`src/rtl/converter_66b_to_64b_if.sv`:
```
// AXI-Stream style bundle (tdata/tvalid/tready) shared by the gearbox input and output sides.
// master drives data and valid, slave drives ready; width is set per instance.
interface converter_66b_to_64b_if #(
  parameter int unsigned DW = 64
);
  logic [DW-1:0] tdata;
  logic          tvalid;
  logic          tready;

  modport master (output tdata, output tvalid, input tready);
  modport slave  (input tdata, input tvalid, output tready);
endinterface

```
`src/rtl/converter_66b_to_64b.sv`:
```
// TX 66b->64b gearbox: 32 blocks become 33 line words, first bits out one cycle after accept.
// Backpressure: a stalled sink freezes everything; input is refused one cycle in 33 (phase 32).
module converter_66b_to_64b (
  input  logic                    clk,
  input  logic                    reset_n,
  converter_66b_to_64b_if.slave   s_axis,
  converter_66b_to_64b_if.master  m_axis
);

  localparam logic [5:0] LAST_PHASE = 6'd32;

  logic [5:0]   phase_q, phase_d;
  logic [63:0]  res_q, res_d;
  logic [63:0]  word_q, word_d;
  logic         vld_q, vld_d;

  logic         out_free;
  logic         last;
  logic         load;
  logic [6:0]   shamt;
  logic [129:0] window;
  logic [65:0]  keep_mask;

  // res is right-aligned with zeros above bit 2*phase-1, so {res, block} shifted
  // right by 2*phase+2 leaves the next 64 stream bits in the low word for every phase.
  always_comb begin
    out_free  = !vld_q || m_axis.tready;
    last      = (phase_q == LAST_PHASE);
    load      = out_free && (last || s_axis.tvalid);
    shamt     = {phase_q, 1'b0} + 7'd2;
    window    = {res_q, (last ? 66'd0 : s_axis.tdata)};
    keep_mask = (66'd1 << shamt) - 66'd1;

    phase_d = phase_q;
    res_d   = res_q;
    word_d  = word_q;
    vld_d   = vld_q && !m_axis.tready;

    if (load) begin
      word_d = 64'(window >> shamt);
      vld_d  = 1'b1;
      if (last) begin
        phase_d = 6'd0;
        res_d   = 64'd0;
      end else begin
        phase_d = phase_q + 6'd1;
        res_d   = 64'(s_axis.tdata & keep_mask);
      end
    end
  end

  always_ff @(posedge clk or negedge reset_n) begin
    if (!reset_n) begin
      phase_q <= 6'd0;
      res_q   <= 64'd0;
      word_q  <= 64'd0;
      vld_q   <= 1'b0;
    end else begin
      phase_q <= phase_d;
      res_q   <= res_d;
      word_q  <= word_d;
      vld_q   <= vld_d;
    end
  end

  // Ready is gated by reset_n so it is low for the whole time reset is held.
  assign s_axis.tready = reset_n && out_free && !last;
  assign m_axis.tdata  = word_q;
  assign m_axis.tvalid = vld_q;

endmodule

```
`src/flat_wrapper.sv`:
```
// flat-port wrapper written by rule: the top's interface ports become plain ports
module converter_66b_to_64b_flat 
  (clk, reset_n, s_axis_tdata, s_axis_tvalid, s_axis_tready, m_axis_tdata, m_axis_tvalid, m_axis_tready);
  converter_66b_to_64b_if #(.DW(66)) s_axis_i ();
  converter_66b_to_64b_if #(.DW(64)) m_axis_i ();
  input  logic clk;
  input  logic reset_n;
  input wire logic [$bits(s_axis_i.tdata)-1:0] s_axis_tdata;
  input wire logic [$bits(s_axis_i.tvalid)-1:0] s_axis_tvalid;
  output wire logic [$bits(s_axis_i.tready)-1:0] s_axis_tready;
  output wire logic [$bits(m_axis_i.tdata)-1:0] m_axis_tdata;
  output wire logic [$bits(m_axis_i.tvalid)-1:0] m_axis_tvalid;
  input wire logic [$bits(m_axis_i.tready)-1:0] m_axis_tready;
  assign s_axis_i.tdata = s_axis_tdata;
  assign s_axis_i.tvalid = s_axis_tvalid;
  assign s_axis_tready = s_axis_i.tready;
  assign m_axis_tdata = m_axis_i.tdata;
  assign m_axis_tvalid = m_axis_i.tvalid;
  assign m_axis_i.tready = m_axis_tready;
  converter_66b_to_64b u_core (.clk(clk), .reset_n(reset_n), .s_axis(s_axis_i), .m_axis(m_axis_i));
endmodule
```
`config.mk`:
```
export PLATFORM = sky130hd
export DESIGN_NAME = converter_66b_to_64b_flat
export DESIGN_NICKNAME = d
export VERILOG_FILES = /design/src/rtl/converter_66b_to_64b_if.sv /design/src/rtl/converter_66b_to_64b.sv /design/src/flat_wrapper.sv
export SDC_FILE = /design/constraint.sdc
export NUM_CORES = 1
export LEC_CHECK = 0
export BUFFER_PORTS_ARGS = -buffer_cell sky130_fd_sc_hd__buf_2
export CORE_MARGIN = 2
export CORE_UTILIZATION = 56
export CTS_CLUSTER_DIAMETER = 120
export DETAILED_ROUTE_END_ITERATION = 8
export MAX_ROUTING_LAYER = met4
export PLACE_DENSITY = 0.89
export SYNTH_ARGS = -nofsm -noshare
export SYNTH_HDL_FRONTEND = slang
export SYNTH_SLANG_ARGS = --single-unit
```
`constraint.sdc`:
```
create_clock -name clk -period 3.6 [get_ports clk]
set_input_delay 0.18 -clock clk [delete_from_list [all_inputs] [get_ports clk]]
set_output_delay 0.18 -clock clk [all_outputs]
set_load 0.005 [all_outputs]
```
==> key figures <==
Run status
  • Outcome: completed

Logic synthesis
  • Async SR Flop Fraction: 100%
  • Top-area cell type share of the netlist area: 24.1%
  • Mapped Area: 14000 um^2
  • Synth top area cells: dfrtp_1 (24%), mux2i_1 (11%), mux4_2 (11%), nand2_1 (6.6%), o21ai_0 (4.0%)
  • Post-synth EDFFs: 0
  • Mapped Nets: 1700
  • Post-synth top area cell: dfrtp_1
  • Post-Syn Instances: 1623
  • Synth unique cells: 91
  • Seq/Total Area, Yosys: 24.1%
  • Avg Inst Size Synth: 8.65 um^2
  • Synth Register Bits: 135
  • Yosys warning total: 0
  • Post-synth top flop: dfrtp_1

Floorplan
  • Chip Width: 162 um
  • Row cnt: 57
  • Io pins: 136
  • Die height: 162 um
  • Core area: 24500 um^2
  • Starting Density: 57.4%
  • Die ar.: 26300 um^2

Clock network
  • Clock transition at the registers of the reported paths: 0.07 ns
  • Worst-Skew Late Latency: 0.44 ns
  • Clk sink count: 135
  • CTS max path bufs: 2
  • H-tree depth: 4
  • TritonCTS Buffers: 17
  • CTS root buffer: clkbuf_16
  • Post-CTS sizing: 0
  • # Post-CTS Setup Buffers: 0
  • CTS tree: done

STA
  • Fin crit period: 3.39 ns
  • Final setup margin: 0.209 ns
  • Slew at the pin closest to its max-slew limit: 1.26 ns
  • Setup Viol. Count Final: 0
  • Max Transition Viols Final: 0
  • Max-slew headroom: 15.3%
  • Fmax: 295 MHz
  • Fin. Hold Viols: 0
  • Fin crit share: 94.2%
  • Layout Skew: 0.0188 ns
  • RSZ-0062 raised after global routing: no
  • Total negative slack: 0 ns

Critical path
  • Worst path max stage delay: 0.71 ns
  • Worst path most repeated cell: buf_4
  • Crit Path Max Fanout: 18
  • Crit-path cells: ha_1 > buf_4 > xnor2_4 > a21oi_2 > a22oi_1 > and2_1 > a31oi_1 > a211oi_1 > buf_4 > a21oi_1
  • WP depth: 10
  • Setup crit start kind: flop
  • Crit path capture type: flop
  • Critical-path cell with the highest stage delay: a21oi_2
  • Largest delay contributor family on the critical path: compound AO/OA/AOI/OAI gates
  • Required @ worst endpoint: 3.95 ns
  • WP buf/inv: 2
  • Critical path type: reg2reg
  • WP data arrival: 3.74 ns
  • Worst reg2reg path depth: 10

Place
  • Number of I/O port buffers: 135
  • Placed Cells: 2056
  • GP Congestion: 1.10
  • Dpl hpwl: 50.0 mm
  • Setup WS pre-CTS: 0.348 ns

Drt
  • Drt first pass iters: 9
  • Vias per cell: 7.47
  • Initial drt markers: 2780
  • WL final: 64.4 mm
  • DRT antenna net count: 0
  • # DRC: 0
  • Drt wl/cell: 30.8 um
  • DR vias: 15600

Cells and area
  • Finished Layout Cells: 2089
  • # diodes: 0
  • Final #Nets: 1829
  • Layout cell share with drive strength beyond 1: 25.0%
  • Register Area: 3380 um^2
  • Area Overhead vs Synth: 14.7%
  • Multi-input gate area: 9920 um^2
  • Fillers: 2101

Global routing
  • Largest net degree at the start of global routing: 134
  • Initial antenna violation count: 0
  • Global route overflow: 0
  • Vias in the first global route: 14500
  • First-pass GRT wire length: 94.5 mm
  • Total Routing Usage GR: 50.1%

Min path
  • Hold depth: 3
  • Worst min path class: in2reg

Flow run
  • Max-cap violations: 0
[synthesized netlist by cell type (21+ instances only)]
cell type and count:
nand2_1 245, mux2i_1 157, dfrtp_1 135, nor2_1 113
o21ai_0 111, a21oi_1 89, buf_2 74, mux4_2 69
nand3_1 48, mux2_2 41, clkbuf_1 37, a32o_1 31
nor3_1 26, o22ai_1 25, a22oi_1 24, buf_4 24
a31oi_1 22, a221oi_1 21
[state kept, by name (all words and copies together) (netlist names)]
name                  flops
u_core.m_axis.tdata      64
u_core.res_q             64
u_core.phase_q            6
u_core.m_axis.tvalid      1
[stage by stage]
step           util (%)  area [um^2]  hold WS [ns]
2_1_floorplan         -        14000        -0.116
3_3_place_gp       63.4        15500       -0.0279
3_5_place_dp       63.4        15500       -0.0266
4_1_cts            65.8        16100       0.00918
5_1_grt            65.8        16100        0.0431
6_report           65.8        16100       0.00843
[kinds of logic after synthesis]
kind of cell / after synthesis / share of synthesized area, %
and+or+nand+nor: 522 / 16.8
muxes: 267 / 25.6
buffers and inverters: 162 / 5.85
AOI/OAI and AO/OA: 506 / 25.3
DFF: 135 / 24.1
xor gates and xnor gates: 24 / 1.79
adders and majority gates: 7 / 0.624
[path summary, 6_finish.rpt]
| kind | startpoint | end | slack [ns] |
|---|---|---|---|
| max in group asynchronous | reset_n | u_core.m_axis.tdata[1]$_DFFE_PN0P_ | 2.57 |
| worst min register to register | u_core.m_axis.tdata[34]$_DFFE_PN0P_ | u_core.m_axis.tdata[34]$_DFFE_PN0P_ | 0.48 |
| worst max-delay path | u_core.phase_q[0]$_DFFE_PN0P_ | u_core.m_axis.tdata[4]$_DFFE_PN0P_ | 0.21 |
| worst max register to register | u_core.phase_q[0]$_DFFE_PN0P_ | u_core.m_axis.tdata[4]$_DFFE_PN0P_ | 0.21 |
| min in group asynchronous | reset_n | u_core.res_q[3]$_DFFE_PN0P_ | 0.10 |
| worst min-delay path | s_axis_tdata[0] | u_core.res_q[0]$_DFFE_PN0P_ | 0.008 |
[routing by layer]
| layer | global-route usage, % | wire length, um | vias up |
|---|---|---|---|
| li1 | - | - | 6484 |
| met1 | 66.6 | 24200 | 7320 |
| met2 | 68.4 | 25600 | 1485 |
| met3 | 15.8 | 10400 | 308 |
| met4 | 25.3 | 4350 | 0 |
| met5 | - | 0 | - |
[worst reg2reg max path: stages, from the launching register on]
cell	delay, ns
dfrtp_4	0.50
ha_1	0.39
buf_4	0.25
xnor2_4	0.17
a21oi_2	0.71
a22oi_1	0.25
and2_1	0.22
a31oi_1	0.32
a211oi_1	0.19
buf_4	0.19
a21oi_1	0.14
[layout make-up]
type | instances | area share, %
clock buffers | 18 | 2.73
repair buffers | 262 | 11.1
inverters | 10 | 0.233
flip-flops and latches | 135 | 21.0
multi-input cells | 1326 | 61.6
clock inverters | 14 | 0.801
well taps | 324 | 2.52
[placed cells by master (no fill, tap or decap), types with 8 or more instances in the layout]
cell	count
nand2_1	245
mux2i_1	157
buf_2	134
dfrtp_1	134
buf_4	114
nor2_1	113
o21ai_0	110
a21oi_1	89
mux4_2	69
nand3_1	48
mux2_2	41
a32o_1	31
nor3_1	25
o22ai_1	25
a22oi_1	24
a31oi_1	22
a221oi_1	21
o22a_1	19
o211ai_1	19
a211oi_1	17
clkbuf_16	17
xnor2_1	15
a22o_1	15
and2_1	13
o21a_1	13
and3_1	12
o21ai_1	12
buf_12	12
nor2b_1	10
nand4_1	9
inv_1	8
o221ai_1	8
[what timing repair did]
action,in CTS,in global routing
endpoints found under the hold margin,135,0
hold buffers,1,0
endpoints found under the setup margin,0,0
Power is left out: the tool's default activity adds up to more than one toggle a clock period on the data nets, which glitch-free logic cannot reach.
